<file path="src/rtl/dm_arbiter.sv">
// dm_arbiter: shares the single-port data memory between the CPU MEM stage (fixed priority)
// and a DMA/debug burst engine with a starvation guard. `DM_ARB_STATS_EN adds stall/beat counters.
module dm_arbiter #(
   parameter int unsigned MAX_WAIT = 4,
   parameter int unsigned ADDR_W   = 8
) (
   input  logic              clk,
   input  logic              clr,
   input  logic              cpu_req,
   input  logic              cpu_we,
   input  logic [ADDR_W-1:0] cpu_addr,
   input  logic [31:0]       cpu_wdata,
   output logic              cpu_stall,
   output logic [31:0]       cpu_rdata,
   output logic              cpu_rvalid,
   input  logic              dma_start,
   input  logic              dma_we,
   input  logic [ADDR_W-1:0] dma_base,
   input  logic [4:0]        dma_len,
   input  logic [31:0]       dma_wdata,
   output logic              dma_wready,
   output logic [31:0]       dma_rdata,
   output logic              dma_rvalid,
   output logic              dma_busy,
   output logic              dma_done,
   output logic              mem_cs,
   output logic              mem_we,
   output logic [ADDR_W-1:0] mem_addr,
   output logic [31:0]       mem_wdata,
`ifdef DM_ARB_STATS_EN
   output logic [15:0]       stat_cpu_stall,
   output logic [15:0]       stat_dma_beats,
`endif
   input  logic [31:0]       mem_rdata
);

   localparam int unsigned CNT_W  = 4;
   localparam int unsigned IDX_W  = 4;
   localparam int unsigned LEN_W  = 5;
   localparam int unsigned MAX_LEN = 16;

   typedef enum logic [1:0] {S_IDLE, S_BURST, S_DONE} state_e;

   state_e            state_q, state_d;
   logic [IDX_W-1:0]  beat_idx_q, beat_idx_d;
   logic [LEN_W-1:0]  len_q, len_d;
   logic [ADDR_W-1:0] base_q, base_d;
   logic              we_q, we_d;
   logic [CNT_W-1:0]  wait_cnt_q, wait_cnt_d;
   logic              cpu_rvalid_q, cpu_rvalid_d;
   logic [31:0]       cpu_rdata_q, cpu_rdata_d;
   logic              dma_rvalid_q, dma_rvalid_d;
   logic [31:0]       dma_rdata_q, dma_rdata_d;
   logic              dma_busy_q, dma_busy_d;
   logic              dma_done_q, dma_done_d;

   logic force_c, cpu_gnt_c, dma_gnt_c, len_ok_c, last_beat_c;

   // State and output registers
   always_ff @(posedge clk) begin
      if (clr) begin
         state_q      <= S_IDLE;
         beat_idx_q   <= '0;
         len_q        <= '0;
         base_q       <= '0;
         we_q         <= 1'b0;
         wait_cnt_q   <= '0;
         cpu_rvalid_q <= 1'b0;
         cpu_rdata_q  <= '0;
         dma_rvalid_q <= 1'b0;
         dma_rdata_q  <= '0;
         dma_busy_q   <= 1'b0;
         dma_done_q   <= 1'b0;
      end else begin
         state_q      <= state_d;
         beat_idx_q   <= beat_idx_d;
         len_q        <= len_d;
         base_q       <= base_d;
         we_q         <= we_d;
         wait_cnt_q   <= wait_cnt_d;
         cpu_rvalid_q <= cpu_rvalid_d;
         cpu_rdata_q  <= cpu_rdata_d;
         dma_rvalid_q <= dma_rvalid_d;
         dma_rdata_q  <= dma_rdata_d;
         dma_busy_q   <= dma_busy_d;
         dma_done_q   <= dma_done_d;
      end
   end

   // Grant, memory drive and next-state logic
   always_comb begin
      state_d      = state_q;
      beat_idx_d   = beat_idx_q;
      len_d        = len_q;
      base_d       = base_q;
      we_d         = we_q;
      wait_cnt_d   = '0;
      cpu_rvalid_d = 1'b0;
      cpu_rdata_d  = cpu_rdata_q;
      dma_rvalid_d = 1'b0;
      dma_rdata_d  = dma_rdata_q;
      mem_cs       = 1'b0;
      mem_we       = 1'b0;
      mem_addr     = '0;
      mem_wdata    = '0;

      force_c     = (state_q == S_BURST) && (wait_cnt_q == CNT_W'(MAX_WAIT));
      cpu_gnt_c   = cpu_req && !force_c;
      dma_gnt_c   = (state_q == S_BURST) && (force_c || !cpu_req);
      len_ok_c    = (dma_len != '0) && (dma_len <= LEN_W'(MAX_LEN));
      last_beat_c = ({1'b0, beat_idx_q} == (len_q - LEN_W'(1)));
      cpu_stall   = cpu_req && force_c;
      dma_wready  = dma_gnt_c && we_q;

      if (cpu_gnt_c) begin
         mem_cs       = 1'b1;
         mem_we       = cpu_we;
         mem_addr     = cpu_addr;
         mem_wdata    = cpu_wdata;
         cpu_rvalid_d = !cpu_we;
         if (!cpu_we) cpu_rdata_d = mem_rdata;
      end else if (dma_gnt_c) begin
         mem_cs       = 1'b1;
         mem_we       = we_q;
         mem_addr     = base_q + ADDR_W'(beat_idx_q);
         mem_wdata    = dma_wdata;
         dma_rvalid_d = !we_q;
         if (!we_q) dma_rdata_d = mem_rdata;
      end

      case (state_q)
         S_IDLE: begin
            if (dma_start && len_ok_c) begin
               state_d    = S_BURST;
               base_d     = dma_base;
               len_d      = dma_len;
               we_d       = dma_we;
               beat_idx_d = '0;
            end
         end
         S_BURST: begin
            if (dma_gnt_c) begin
               if (last_beat_c) begin
                  state_d    = S_DONE;
                  beat_idx_d = '0;
               end else begin
                  beat_idx_d = beat_idx_q + IDX_W'(1);
               end
            end else begin
               wait_cnt_d = wait_cnt_q + CNT_W'(1);
            end
         end
         S_DONE:  state_d = S_IDLE;
         default: state_d = S_IDLE;
      endcase

      dma_busy_d = (state_d == S_BURST);
      dma_done_d = (state_d == S_DONE);
   end

   assign cpu_rdata  = cpu_rdata_q;
   assign cpu_rvalid = cpu_rvalid_q;
   assign dma_rdata  = dma_rdata_q;
   assign dma_rvalid = dma_rvalid_q;
   assign dma_busy   = dma_busy_q;
   assign dma_done   = dma_done_q;

`ifdef DM_ARB_STATS_EN
   logic [15:0] stat_stall_q, stat_beats_q;

   // Saturating activity counters
   always_ff @(posedge clk) begin
      if (clr) begin
         stat_stall_q <= '0;
         stat_beats_q <= '0;
      end else begin
         if (cpu_stall && (stat_stall_q != 16'hFFFF)) stat_stall_q <= stat_stall_q + 16'd1;
         if (dma_gnt_c && (stat_beats_q != 16'hFFFF)) stat_beats_q <= stat_beats_q + 16'd1;
      end
   end

   assign stat_cpu_stall = stat_stall_q;
   assign stat_dma_beats = stat_beats_q;
`endif

endmodule

</file>
<file path="config.mk">
export PLATFORM = sky130hd
export DESIGN_NAME = dm_arbiter
export DESIGN_NICKNAME = d
export VERILOG_FILES = /design/src/rtl/dm_arbiter.sv
export SDC_FILE = /design/constraint.sdc
export NUM_CORES = 1
export LEC_CHECK = 0
export ABC_CLOCK_PERIOD_IN_PS = 2050
export CAP_MARGIN = 20
export CELL_PAD_IN_SITES_DETAIL_PLACEMENT = 1
export CELL_PAD_IN_SITES_GLOBAL_PLACEMENT = 1
export CORE_ASPECT_RATIO = 1.1
export CORE_MARGIN = 1.5
export CORE_UTILIZATION = 24
export CTS_CLUSTER_DIAMETER = 80
export CTS_CLUSTER_SIZE = 20
export DETAILED_ROUTE_END_ITERATION = 12
export PLACE_DENSITY_LB_ADDON = 0.05
export SLEW_MARGIN = 30
export SYNTH_ARGS = -nofsm -noshare
export SYNTH_HDL_FRONTEND = slang
export SYNTH_SLANG_ARGS = --single-unit
</file>
<file path="constraint.sdc">
create_clock -name clk -period 2.05 [get_ports clk]
set_clock_uncertainty 0.15 [all_clocks]
set_input_delay 0.205 -clock clk [delete_from_list [all_inputs] [get_ports clk]]
set_output_delay 0.205 -clock clk [all_outputs]
set_load 0.02 [all_outputs]
</file>
==> run summary <==
Post-layout util = 0.493
Commonest non-fill, non-tap cell in the layout = clkdlybuf4s50_1
CTS Buf Count = 9
Pin count of the biggest net entering global routing = 52
Clock latency on the worst-skew pair = 0.35 ns
Die W = 128 um
CTS clock-pin slew for the worst setup and hold paths = 0.06 ns
Worst Setup End Kind = output pin
Top cells by area, synth = dfxtp_1 (44%), nand2_1 (10%), a21oi_1 (8.9%), a22o_1 (7.0%), o21ai_0 (3.7%)
Tcrit/Tclk final = 1.15
Die height = 141 um
Worst VDD drop = 0.407 mV
CP top delay family = adder cells
Tmin final = 2.35 ns
Most frequent cell on the critical path = o21ai_2
Total power = 5.03 mW
Register area = 0.00185 mm2
Vias per cell = 4.66
Layout cell share with drive strength beyond 1 = 0.300
Initial Utilization = 0.244
Hold/Removal Path Class = primary input to register
Design area = 0.00838 mm2
Synth warn = 0
Critical path's largest stage delay = 0.38 ns
Synth Area per Inst = 8.26 um2
Fill count = 1887
PortBufs = 234
Status = complete, but fails checks
Worst-margin pin slew = 0.538 ns
WP data required = 1.69 ns
# setup viols final = 73
Failing checks = setup timing
# DRC = 0
CP Max Fanout = 2
Total Die Area = 0.0181 mm2
Dpl cell area = 0.00707 mm2
Global-route wire length before repair = 27300 um
Drt total wl = 19300 um
Most frequent cells in the layout = clkdlybuf4s50_1 (189), dfxtp_1 (86), nand2_1 (84)
Final worst slack = -0.302 ns
Gate Count Post-Synth = 503
Met3 WL post-DR = 897 um
Mapped Nets = 635
Worst setup SP type = register
1st-iter DRT viols = 155
Max-cap violations = 0
# IOs = 235
Root Driver = clkbuf_16
GPL Wtd Cong = 0.735
Max_slew headroom = 0.641
Worst Path Buf+Inv = 2
Post-Synthesis Cell Area = 0.00416 mm2
Row cnt = 50
Vias = 4743
Core box area = 0.0170 mm2
NumNets Final = 911
WL met1 = 7810 um
Detailed Routing Iterations Pass 1 = 4
Footprint of the multi-input gates = 0.00259 mm2
Synthesized flop and latch total = 92
Tot GR Track Use = 0.198
Initial antenna violation count = 0
Pre-CTS setup slack = -0.582 ns
Max Clock Freq = 0.425 GHz
TritonCTS clock tree = done
CTS Buffer Depth = 2
Dpl hpwl = 13000 um
Post-synth cell types = 41
Post-synth top area share = 0.443
Synth Flop Type = dfxtp_1
TNS Setup = -9.50 ns
Yosys top cell by area = dfxtp_1
CP Data Arrival Time = 2.00 ns
Critical path class = register to output pin
Number of global-route vias before repair = 4844
PwrDens = 601 mW/mm2
Seq/Total Area, Yosys = 0.443
Hold Vio Cnt, Final = 0
Cts hold-fix bufs = 0
Met2 wire len = 10300 um
Total gr overflow = 0
CTS H-tree lvls = 3
RSZ-0062 raised after global routing = yes
Post-synth EDFFs = 0
Area growth syn-to-layout = 102%
CTS sink cnt = 92
Routed len/inst = 19.0 um
Antenna-violating nets left = 0
Crit path cell chain = ha_4 > inv_2 > fa_2 > nor2b_4 > o21ai_2 > a21oi_2 > xnor2_2 > o21ai_2 > buf_6
Leak = 3.38 nW
DR top layer = met4
Fin. max-slew vios = 0
Async SR Flop Fraction = 0
Crit-path slowest cell = fa_2
Diodes inserted = 0
[layer usage]
metal,track usage,vias to the layer above
li1,-,2301
met2,0.352,96
met5,0,-
met3,0.0501,20
met4,0.0633,0
met1,0.231,2326
[area by class of cell]
cell class | instances | share of cell area
Timing Repair Buffer | 306 | 0.391
Multi-Input combinational cell | 360 | 0.309
Sequential cell | 92 | 0.221
Tap cell | 234 | 0.0349
Clock buffer | 11 | 0.0301
Clock inverter | 4 | 0.00955
Inverter | 10 | 0.00448
[synth_stat cells, types with 2 or more instances]
cell type,instances
xnor2_1,7
nand2b_1,3
nor4b_1,2
ha_1,8
nor2_1,18
and3_1,4
a21oi_1,74
nor2b_1,5
a21o_1,3
inv_1,10
clkbuf_1,19
o41ai_1,2
mux2i_1,13
o211ai_1,2
and2_1,2
buf_2,20
nand3_1,4
dfxtp_1,92
o21ai_0,31
o21ai_1,11
a22o_1,33
xor2_1,5
nor3_1,6
buf_1,2
nand2_1,111
[per-stage QoR]
step,instances,hold slack (ns)
2_1_floorplan,503,0.191
3_3_place_gp,976,0.294
3_5_place_dp,976,0.300
4_1_cts,1008,0.0856
5_1_grt,1017,0.0980
6_report,1017,0.0922
[worst paths after layout]
path | start | to | slack (ns) | cells past startpoint
hold reg to reg | cpu_rdata[8] | cpu_rdata[8] | 0.31 | 2
setup / recovery | base_q[0] | mem_addr[6] | -0.30 | 9
setup reg to reg | wait_cnt_q[0] | cpu_rdata[19] | -0.06 | 10
hold / removal | clr | base_q[1] | 0.09 | 2
[registers in the layout, indices dropped and copies added, names as in the netlist]
name and flops:
base_q 8, beat_idx_q 4, cpu_rdata 32, cpu_rvalid 1, dma_busy 1, dma_done 1, dma_rdata 32, dma_rvalid 1
len_q 5, state_q 2, wait_cnt_q 4, we_q 1
[where the power goes]
part | leakage (nW) | switching [mW] | internal [mW]
combinational | 2.47 | 0.588 | 0.678
sequential | 0.752 | 0.0426 | 1.86
clock | 0.164 | 0.729 | 1.14
total | 3.38 | 1.36 | 3.68
[kinds of logic (layout without fill, tap and decap cells)]
logic type | after synthesis | after routing | share of synthesized area
AND/OR/NAND/NOR | 162 | 162 | 0.175
multiplexers | 14 | 14 | 0.0367
adder cells (fa/ha/maj) | 9 | 9 | 0.0289
AO/OA/AOI/OAI | 163 | 163 | 0.239
flip-flops | 92 | 92 | 0.443
XOR/XNOR | 12 | 12 | 0.0253
buffers and inverters | 51 | 331 | 0.0521
[timing repair]
action / in CTS / in global routing
gates resized for setup: 276 / 142
endpoints found under the setup margin: 111 / 93
setup buffers: 11 / 8
gates cloned: 6 / 5
pin swaps: 10 / 65
Note: power is estimated with default switching activity, not from simulation.
==> variant 1 (config.mk and constraints unchanged) <==
Set the localparam `IDX_W` to 5 (it was 4).
--- a/src/rtl/dm_arbiter.sv
+++ b/src/rtl/dm_arbiter.sv
@@ -37,3 +37,3 @@
    localparam int unsigned CNT_W  = 4;
-   localparam int unsigned IDX_W  = 4;
+   localparam int unsigned IDX_W  = 5;
    localparam int unsigned LEN_W  = 5;
Check against the original RTL: same outputs for any inputs over 4 cycles, from zero or initial values; that may be too few to reach the edited logic, so the function may still have changed.
==> variant 1 against the original RTL <==
  * The flow still finishes with violations (negative setup slack)
  * Area after synthesis increased by 5.4%
  * Register-to-register slack worse by 190 ps
  * Combinational power grew 27%
  * Core utilization up 6.9 points
  * Routed wire length up 20%
  * Power increased by 4.4%
  * Design area up 19%
  * Sequential cell count grew 1
  * Maximum frequency is 6.9% lower
  * Via count grew 17%
  * Worst setup slack worse by 170 ps
==> variant 1: results (changes against the original RTL) <==
metric,value,unit,change
"Distinct cells, synth",46,,+12%
DR iter-0 viols,117,,-25%
ratio of cells with drive above 1 in the final layout,46.39,%,+16 points
vias in the first global route,5703,,+18%
yosys warns,0,,unchanged
TritonRoute pass-1 iters,4,,unchanged
commonest cells in the netlist,"nand2_1, dfxtp_1, a21oi_1",,
Reg2Reg Launch Point,wait_cnt_q[0],,
R2R Path End,cpu_rdata[3],,
post-synthesis sequential area ratio,42.48,%,-1.8 points
Worst Max-Slew Pin Slew,566.2,ps,+28.29 ps
diodes inserted,0,,unchanged
largest net degree at the start of global routing,61,,+17%
Leakage,4.035,nW,+19%
Reg2Reg Depth,13,,+3
most numerous cell in the Yosys netlist,nand2_1,,
min-delay src,clr,,
Final setup viols,110,,+51%
via count,5572,,+17%
syn_nets,731,,+15%
initial antenna violation count,0,,unchanged
Post-DP Area,0.007411,mm^2,+4.8%
"Top FF cell, synth",dfxtp_1,,
root buffer selected by CTS,clkbuf_16,,
hold slack final,210.3,ps,+118.0 ps
DP HPWL,13510,um,+3.9%
Post-synth ARST share,0,%,unchanged
CP max stage cell,dfxtp_2,,
hold endpoint,len_q[4],,
R2R Setup Slk,-250,ps,-190 ps
global-route wire length before repair,31200,um,+14%
Final #Nets,1056,,+16%
Hold WC Path Type,in -> reg,,
GRT Resource Usage Total,20.92,%,+1.1 points
crit path DAT,2170,ps,+170 ps
clk_lat worst skew,350,ps,about the same
ranking of synthesized cells by area,"dfxtp_1, nand2_1, a21oi_1",,
crit-path max cell delay,360,ps,-20 ps
status,finished with violations,,
Max IR drop VDD,0.3399,mV,-17%
cts bufs inserted,9,,unchanged
WL final,23250,um,+20%
final worst slack,-475.7,ps,-174.1 ps
RD Place Congestion,0.7701,,+4.8%
failing checks,negative setup slack,,
fillers,1915,,+1.5%
variant 1: cell families after synthesis:
group                      count (synthesis)  synth area share [%]
and+or+nand+nor                          276                 27.21
adders and majority gates                 10                 3.026
muxes                                      1                0.2284
xor gates and xnor gates                  12                 2.398
DFF                                       93                 42.48
buffers and inverters                     55                 4.996
AOI/OAI and AO/OA                        151                 19.67
variant 1: layer usage:
metal  part of all wire (%)  GRT usage, %
met1                     37         22.72
met4                    1.4         4.444
met2                     55         40.72
met5                      0             0
met3                    5.7         5.643
variant 1: per-stage QoR:
step                std cells  setup slack (ps)  setup TNS [ps]
finish                   1165            -475.7          -25450
global placement         1087            -495.9          -16270
floorplan                 598            -212.3          -319.3
global route             1165            -605.2          -34670
detailed placement       1087            -581.0          -19580
CTS                      1144            -492.0          -15420
variant 1: what timing repair did:
item / in CTS / in global routing
endpoints found under the setup margin: 83 / 118
gates resized for setup: 362 / 287
setup buffers: 34 / 20
cloned: 8 / 9
hold endpoints to repair: 0 / 0
pin swaps: 55 / 174
variant 1: final cells by class:
class,count,area (um^2),share of cell area [%]
inverters,11,41.29,0.4126
clock inverters,6,71.32,0.7127
well taps,238,297.8,2.976
multi-input cells,450,3563,35.61
repair buffers,358,3939,39.36
flip-flops and latches,93,1869,18.68
clock buffers,9,225.2,2.251
variant 1: worst max path at each step:
stage	startpoint	to	slack, ps	cells after the start
6_report	base_q[0]	mem_addr[6]	-480	9
5_1_grt	base_q[0]	mem_addr[6]	-610	9
4_1_cts	base_q[0]	mem_addr[6]	-490	9
3_5_place_dp	base_q[0]	mem_addr[6]	-580	9
3_3_place_gp	beat_idx_q[1]	mem_addr[7]	-500	7
2_1_floorplan	wait_cnt_q[0]	mem_addr[2]	-210	6
variant 1: report_power, final:
part / switching [mW] / total [mW] / internal [mW]
logic: 0.789 / 1.61 / 0.818
registers: 0.0433 / 1.92 / 1.88
clock network: 0.776 / 1.73 / 0.951
total: 1.61 / 5.25 / 3.65
==> variant 2 (same flow settings) <==
Without the edit above. The option `DM_ARB_STATS_EN` is turned on by a define.
--- a/src/rtl/dm_arbiter.sv
+++ b/src/rtl/dm_arbiter.sv
@@ -2,2 +2,4 @@
 // and a DMA/debug burst engine with a starvation guard. `DM_ARB_STATS_EN adds stall/beat counters.
+`define DM_ARB_STATS_EN
+
 module dm_arbiter #(
Function (old outputs only; new: stat_cpu_stall and stat_dma_beats): kept (equiv_simple and equiv_induct, registers matched by name and starting in step).
==> variant 2 against the original RTL <==
  * The flow still finishes with violations (negative setup slack)
  * Routed wire length grew 26%
  * Critical path depth shrank 1
  * Count of clock-buffer cells in the layout grew 6
  * Hold slack is essentially flat
  * Combinational power grew 6%
  * Design area grew 33%
  * Power grew 37%
  * Area after synthesis grew 35%
  * Core utilization shrank 0.47 points
  * Sequential cell count grew 32
  * Worst setup slack lost 60 ps
  * First-iteration DRC count shrank 0.65%
  * Sequential power grew 33%
  * Critical endpoint is now mem_wdata[12]
==> variant 2: results (changes against the original RTL) <==
metric,value,unit,change
status,finished with violations,,
failing checks,negative setup slack,,
Place WS,-541.3,ps,+41.00 ps
Leakage,4.273,nW,+26%
Synth Area in Adders,2.587,%,-0.30 points
Post-DP Area,0.009116,mm^2,+29%
largest net degree at the start of global routing,60,,+15%
vias in the first global route,6751,,+39%
crit-path max cell delay,330,ps,-50 ps
xor and xnor area share after synthesis,5.932,%,+3.4 points
crit-path max FO,6,,+4
Seq group,2.53,mW,+33%
H-tree Lvls,4,,+1
final worst slack,-361.7,ps,-60.09 ps
Max IR drop VDD,0.4541,mV,+12%
ranking of synthesized cells by area,"dfxtp_1, nand2_1, a21oi_1",,
met3 routed WL,866,um,-3.5%
R2R Path End,stat_cpu_stall[13],,
GRT Resource Usage Total,19.66,%,-0.11 points
DP HPWL,16260,um,+25%
mux contribution to synthesized area,3.278,%,-0.39 points
Final #Nets,1157,,+27%
hold endpoint,base_q[7],,
met3 Resource Use GR,4.134,%,-0.88 points
Post-CTS Setup Bufs,19,,+8
RD Place Congestion,0.7794,,+6.0%
M1 GR Usage,23.69,%,+0.59 points
crit path launch,wait_cnt_q[0],,
R2R Setup Slk,-190,ps,-130 ps
DR iter-0 viols,154,,-0.65%
syn_nets,813,,+28%
global-route wire length before repair,36600,um,+34%
clk_lat worst skew,420,ps,+70 ps
crit path to,mem_wdata[12],,
post-synthesis sequential area ratio,44.25,%,-0.064 points
"Distinct cells, synth",50,,+22%
Final setup viols,109,,+49%
internal power,5.012,mW,+36%
WL/cell,18.30,um,-3.7%
critical path's top delay family,buffers and inverters,,
Buffers on Ports,266,,+14%
grt met2 use,34.76,%,-0.44 points
-- variant 2: cell count changes in the layout (fill, tap and decap cells not counted), sizes merged, moves of 6 or more --
cell | before | now
xnor2 | 7 | 27
o21ai | 42 | 13
nor2 | 19 | 48
xor2 | 5 | 11
nand2 | 111 | 149
clkbuf | 16 | 22
nor3 | 6 | 13
buf | 110 | 144
inv | 12 | 21
clkdlybuf4s50 | 189 | 221
nand3 | 4 | 15
dfxtp | 92 | 124
a21oi | 75 | 82
-- variant 2: final cells by class --
type	count	area (um^2)
Inverter	14	52.55
Timing Repair Buffer	371	3981
Tap cell	300	375.4
Clock inverter	14	158.9
Clock buffer	17	425.4
Multi-Input combinational cell	495	3711
Fill cell	2551	11740
Sequential cell	124	2487
-- variant 2: through the flow --
stage               total power, mW  instances
CTS                           6.880       1326
global route                  7.186       1335
detailed placement            3.660       1267
finish                        6.912       1335
global placement              3.633       1267
floorplan                     3.012        679
